**src/rtl/uart_pkg.sv**
```systemverilog
// uart_pkg: constants shared by the UART receiver, its RX byte buffer and the
// future transmitter.
//   UART_DATA_W - width of one UART character
//   OVF_CNT_W   - width of the saturating dropped-byte counter
//   OVF_CNT_MAX - value at which the dropped-byte counter saturates
package uart_pkg;

  localparam int UART_DATA_W = 8;
  localparam int OVF_CNT_W   = 8;
  localparam logic [OVF_CNT_W-1:0] OVF_CNT_MAX = 8'hFF;

endpackage : uart_pkg

```
**src/rtl/sync_fifo.sv**
```systemverilog
// sync_fifo: single-clock FIFO with first-word fall-through read.
//   clk     - clock, all state updates on posedge
//   rst     - synchronous active-high reset (pointers/count, not memory)
//   clr     - synchronous flush, same effect as rst on pointers/count
//   wr_en   - write request; accepted when not full or when a read coincides
//   wr_data - write data
//   rd_en   - read request; ignored while empty
//   rd_data - head entry, all-zeros while empty
//   count   - entries held, 0..DEPTH
//   empty   - count == 0
//   full    - count == DEPTH
//
// Handshake: a write happens on a posedge where wr_en is high and the FIFO is
// not full (or is full and a read happens in the same cycle); a read happens on
// a posedge where rd_en is high and the FIFO is not empty. The head entry is
// visible on rd_data in the same cycle it becomes available.
module sync_fifo #(
  parameter int DATA_W = 8,
  parameter int DEPTH  = 16,
  localparam int AW    = $clog2(DEPTH)
) (
  input  logic              clk,
  input  logic              rst,
  input  logic              clr,
  input  logic              wr_en,
  input  logic [DATA_W-1:0] wr_data,
  input  logic              rd_en,
  output logic [DATA_W-1:0] rd_data,
  output logic [AW:0]       count,
  output logic              empty,
  output logic              full
);

  logic [DATA_W-1:0] mem [DEPTH];
  logic [AW-1:0]     wr_ptr;
  logic [AW-1:0]     rd_ptr;
  logic              do_wr;
  logic              do_rd;

  assign empty = (count == '0);
  assign full  = (count == (AW+1)'(DEPTH));

  // A read frees a slot in the same edge, so a write into a full FIFO is
  // accepted when it coincides with a read.
  assign do_rd = rd_en & ~empty;
  assign do_wr = wr_en & (~full | do_rd);

  assign rd_data = empty ? '0 : mem[rd_ptr];

  // Storage is deliberately not reset; rd_data is masked while empty.
  always_ff @(posedge clk) begin
    if (do_wr && !rst && !clr) begin
      mem[wr_ptr] <= wr_data;
    end
  end

  always_ff @(posedge clk) begin
    if (rst || clr) begin
      wr_ptr <= '0;
      rd_ptr <= '0;
      count  <= '0;
    end else begin
      if (do_wr) wr_ptr <= wr_ptr + AW'(1);
      if (do_rd) rd_ptr <= rd_ptr + AW'(1);
      case ({do_wr, do_rd})
        2'b10:   count <= count + (AW+1)'(1);
        2'b01:   count <= count - (AW+1)'(1);
        default: count <= count;
      endcase
    end
  end

endmodule : sync_fifo

```
**src/rtl/uart_rx_fifo.sv**
```systemverilog
// uart_rx_fifo: byte buffer downstream of the UART receiver, on the bit clock.
// Captures one byte per rising edge of the receiver's ready flag, holds up to
// DEPTH bytes and presents them to the host over a valid/ready read port.
//   bclk     - bit clock shared with the receiver
//   rst      - synchronous active-high reset
//   rx_data  - received byte, stable while rx_rdy is high
//   rx_rdy   - receiver ready flag (low during a frame, high when done/idle)
//   en       - host reception enable
//   rx_en    - receiver enable: en while the buffer has room
//   rd_data  - head byte, 8'h00 while empty
//   rd_valid - head byte available
//   rd_ready - host takes the head byte
//   clr      - synchronous flush plus status clear
//   count    - bytes held, 0..DEPTH
//   empty    - no bytes held
//   full     - DEPTH bytes held
//   overflow - sticky: at least one byte was dropped
//   ovf_cnt  - number of dropped bytes, saturating
//
// Read handshake: a byte is consumed on a posedge where rd_valid and rd_ready
// are both high; rd_ready has no effect while rd_valid is low.
module uart_rx_fifo
  import uart_pkg::*;
#(
  parameter int DEPTH = 16,
  localparam int AW   = $clog2(DEPTH)
) (
  input  logic                   bclk,
  input  logic                   rst,
  input  logic [UART_DATA_W-1:0] rx_data,
  input  logic                   rx_rdy,
  input  logic                   en,
  output logic                   rx_en,
  output logic [UART_DATA_W-1:0] rd_data,
  output logic                   rd_valid,
  input  logic                   rd_ready,
  input  logic                   clr,
  output logic [AW:0]            count,
  output logic                   empty,
  output logic                   full,
  output logic                   overflow,
  output logic [OVF_CNT_W-1:0]   ovf_cnt
);

  logic rdy_q;
  logic push;
  logic pop;
  logic drop;

  // The receiver changes its outputs on negedge, so sampling on posedge is
  // already half a cycle clear of any transition; no synchroniser needed.
  // rdy_q starts high so the idle-high flag after reset is not a push.
  assign push = rx_rdy & ~rdy_q;
  assign pop  = rd_valid & rd_ready;
  // A byte is lost only when the buffer is full and no slot frees this edge.
  assign drop = push & full & ~pop;

  assign rd_valid = ~empty;
  assign rx_en    = en & ~full;

  sync_fifo #(
    .DATA_W (UART_DATA_W),
    .DEPTH  (DEPTH)
  ) u_fifo (
    .clk     (bclk),
    .rst     (rst),
    .clr     (clr),
    .wr_en   (push),
    .wr_data (rx_data),
    .rd_en   (pop),
    .rd_data (rd_data),
    .count   (count),
    .empty   (empty),
    .full    (full)
  );

  always_ff @(posedge bclk) begin
    if (rst) begin
      rdy_q    <= 1'b1;
      overflow <= 1'b0;
      ovf_cnt  <= '0;
    end else begin
      // Edge history keeps tracking during clr so a flag that stays high
      // across the flush is not seen as a new frame afterwards.
      rdy_q <= rx_rdy;
      if (clr) begin
        overflow <= 1'b0;
        ovf_cnt  <= '0;
      end else if (drop) begin
        overflow <= 1'b1;
        if (ovf_cnt != OVF_CNT_MAX) ovf_cnt <= ovf_cnt + OVF_CNT_W'(1);
      end
    end
  end

endmodule : uart_rx_fifo

```
**config.mk**
```make
export PLATFORM = sky130hd
export DESIGN_NAME = uart_rx_fifo
export DESIGN_NICKNAME = d
export VERILOG_FILES = /design/src/rtl/uart_pkg.sv /design/src/rtl/sync_fifo.sv /design/src/rtl/uart_rx_fifo.sv
export SDC_FILE = /design/constraint.sdc
export NUM_CORES = 1
export LEC_CHECK = 0
export CORE_MARGIN = 4
export CORE_UTILIZATION = 55
export CTS_BUF_LIST = sky130_fd_sc_hd__clkbuf_4
export DETAILED_ROUTE_END_ITERATION = 6
export HOLD_SLACK_MARGIN = 0.15
export PLACE_DENSITY_LB_ADDON = 0.08
export SLEW_MARGIN = 40
export SYNTH_ARGS = -nofsm -noshare
export SYNTH_HDL_FRONTEND = slang
export SYNTH_SLANG_ARGS = --single-unit
export TNS_END_PERCENT = 50
```
**constraint.sdc**
```tcl
create_clock -name bclk -period 1.9 [get_ports bclk]
set_input_delay 0.285 -clock bclk [delete_from_list [all_inputs] [get_ports bclk]]
set_output_delay 0.285 -clock bclk [all_outputs]
set_load 0.005 [all_outputs]
```
==> reports/metrics.csv <==
stage,metric,value,unit
synth,netlist_area,6370,µm²
hold_path,holdCritPathClass,in2reg,
hold_path,hold_depth,2,
clock_network,clk_pin_slew,0.12,ns
routing,firstDrtPassIters,4,
synth,post_synth_num_cell_types,46,
outcome,violations,setup timing,
die,pin_count,40,
pwr,vdd_drop_max,0.000450,V
synth,ys_ff_latch,155,
placement,dpl.hpwl,8990,µm
timing,tns,-17.62,ns
worst_setup_path,regToRegSetupSlack,-0.34,ns
worst_setup_path,ff2ff_path_depth,10,
placement,port_buffers,39,
placement,place_congestion,0.837,
routing,drt_iter0_drc,234,
clock_network,cts_root_buf,clkbuf_4,
synth,synth_cells,382,
pwr,pwr_density_cell,703,nW/µm²
timing,rsz0062_at_grt,yes,
cells_and_area,num-fill-cells,759,
hold_path,whs_endpoint,rdy_q,
worst_setup_path,cp_slowest_cell,mux4_2,
worst_setup_path,critPathTopFamily,multiplexers,
clock_network,cts.sinks,155,
worst_setup_path,crit_path_max_fanout,6,
clock_network,cts_buffer_depth,2,
routing,drc,0,
die,die_w,116,µm
timing,fin_crit,2.42,ns
worst_setup_path,r2r_start,u_fifo.count[2],
worst_setup_path,crit_chain,buf_8 -> mux4_2 -> mux2i_2 -> o22ai_2 -> buf_2,
global_route,antenna_found_initial,2,
placement,placed_cell_area,7550,µm²
global_route,overflow,0,
synth,synthFlopType,edfxtp_1,
worst_setup_path,startpoint_type,flip-flop,
timing,fin_ws,-0.523,ns
cells_and_area,syn2layout_area_growth,28.0,%
timing,period_share,1.28,
timing,worst-slew-pin-transition,0.543,ns
cells_and_area,final_common_cell,edfxtp_1,
global_route,grt_max_degree,22,
synth,synth_edf_count,128,
clock_network,clk_latency,0.54,ns
worst_setup_path,path_class,reg2out,
synth,yosys_warnings,0,
timing,setup_viol,79,
clock_network,cts_tree,built,
routing,routed_wl,13500,µm
die,core-area,11400,µm²
die,dieArea,13400,µm²
worst_setup_path,timing.critical_path.buf_inv,2,
cells_and_area,drive_gt1_frac,0.392,
global_route,grt_pass1_wl,21200,µm
clock_network,cts.htree.levels,4,
cells_and_area,final_cells,662,
routing,wl_per_cell,20.5,µm
global_route,grt_pass1_vias,3916,
outcome,status,"complete, but fails checks",
cells_and_area,num-nets-final,527,
synth,avgSynthCellArea,16.7,µm²
timing,hold_viol,0,
flow_run,maxCapViolations,0,
die,die_h,116,µm
worst_setup_path,required,1.62,ns
placement,post-place-cells,615,
pwr,power_leakage,2.70,nW
timing,slew_violations,0,
synth,ys_seq_area_frac,0.688,
timing,relSlewSlack,0.637,
synth,async_flop_share,0,
die,num_rows,39,
routing,vias,3790,
timing,fmax,413,MHz
global_route,grt_usage,0.218,
worst_setup_path,crit_path_end_kind,output pin,
routing,avgViaCountPerCell,5.73,
timing,finClkSkew,0.0142,ns
routing,final_antenna_net_count,0,
worst_setup_path,arrival,2.14,ns
clock_network,cts_inserted_buffers,17,
worst_setup_path,reg2reg_to,u_fifo.count[4],
synth,synth_nets,403,
worst_setup_path,critPathMaxStageDelay,0.51,ns
cells_and_area,final_cell_mix,"edfxtp_1, buf_4, mux4_2",
clock_network,cts-hold-fix-buffers,0,
die,floorplan.initialDensity,0.560,
cells_and_area,final_area,8150,µm²
hold_path,min-delay-start,rx_rdy,
cell type report:
class                           count  area (µm²)  share of cell area
Tap cell                          143         179              0.0219
Timing Repair Buffer              125        1240               0.153
Clock inverter                     13         121              0.0149
Antenna cell                        1        2.50            0.000307
Multi-Input combinational cell    196        2020               0.248
Inverter                           11        41.3             0.00506
Clock buffer                       18         135              0.0166
Sequential cell                   155        4410               0.540
how the worst max path moves through the flow:
| stage | endpoint | startpoint | slack (ns) | depth (start not counted) |
|---|---|---|---|---|
| after global routing | rd_data[4] | flip-flop | -0.67 | 6 |
| after CTS | rd_data[5] | flip-flop | -0.63 | 6 |
| after global placement | rd_data[3] | flip-flop | -0.38 | 6 |
| after floorplan | u_fifo.mem[0][0] | rdy_q | -0.17 | 3 |
| after detailed placement | rd_data[3] | flip-flop | -0.36 | 6 |
| final | rd_data[5] | flip-flop | -0.52 | 5 |
cells in the mapped netlist, types with 2 or more instances:
master      n  area [µm²]
nand3_1     9        45.0
nor3b_1     4        30.0
nand3b_1    2        15.0
buf_1       2        7.51
a211oi_1    5        37.5
mux2i_1    21         210
inv_1      11        41.3
nand2_1     7        26.3
o211ai_1    2        15.0
o41ai_1     3        26.3
nor2b_1     4        25.0
mux4_2     32         721
buf_2       5        25.0
o31ai_1     3        22.5
o22ai_1     9        56.3
ha_1        7        87.6
xnor2_1     4        35.0
nor2_1     17        63.8
or3_1       5        31.3
dfxtp_1    27         541
or4_1       5        37.5
and2_1      8        50.1
clkbuf_1   12        45.0
edfxtp_1  128        3840
nor4_1      4        25.0
nand2b_1    3        18.8
a21oi_1    13        65.1
nand4_1     3        18.8
nor3_1      4        20.0
o21ai_0     7        35.0
kinds of logic after synthesis:
family,synth area share
muxes,0.148
DFF,0.688
adders and majority gates,0.0137
buffers and inverters,0.0198
and+or+nand+nor,0.0748
xor gates and xnor gates,0.00687
AOI/OAI and AO/OA,0.0485
where the power goes:
group	internal (W)	switching (W)
Sequential	0.00367	0.00000642
Combinational	0.000134	0.000133
Clock	0.000665	0.00113
worst reg2reg max path, delay by kind of cell (launching register included):
family | cells | cell delay (ns)
AND/OR/NAND/NOR | 3 | 0.83
AO/OA/AOI/OAI | 4 | 0.54
flip-flops | 1 | 0.34
buffers and inverters | 2 | 0.26
adder cells (fa/ha/maj) | 1 | 0.21
through the flow:
step | utilization | total power (W) | worst slack, ns | hold WS, ns
2_1_floorplan | - | 0.00385 | -0.170 | 0.384
3_3_place_gp | 0.664 | 0.00399 | -0.383 | 0.455
3_5_place_dp | 0.664 | 0.00399 | -0.362 | 0.463
4_1_cts | 0.716 | 0.00581 | -0.625 | 0.349
5_1_grt | 0.717 | 0.00600 | -0.667 | 0.364
6_report | 0.717 | 0.00574 | -0.523 | 0.403
layer usage:
layer  wire length (µm)  vias up  global-route usage  part of all wire
li1                   -     1780                   -                 -
met1               5560     1873               0.268              0.41
met2               7060      107               0.371              0.52
met3                604       28              0.0533             0.045
met4                303        2              0.0920             0.022
met5                 13        -                   0           0.00096
registers in the layout, summed over array words and instances (netlist names), named ones only:
name           count
u_fifo.count       5
rdy_q              1
u_fifo.mem       128
overflow           1
u_fifo.rd_ptr      4
ovf_cnt            8
u_fifo.wr_ptr      4
what timing repair did:
item                       CTS  global route
setup endpoints to repair  123           135
resized for setup          103            28
hold endpoints to repair     0             0
setup buffers               18             2
pin swaps                   16            11
cloned                       2             0
Power figures use the tool's default switching activity.
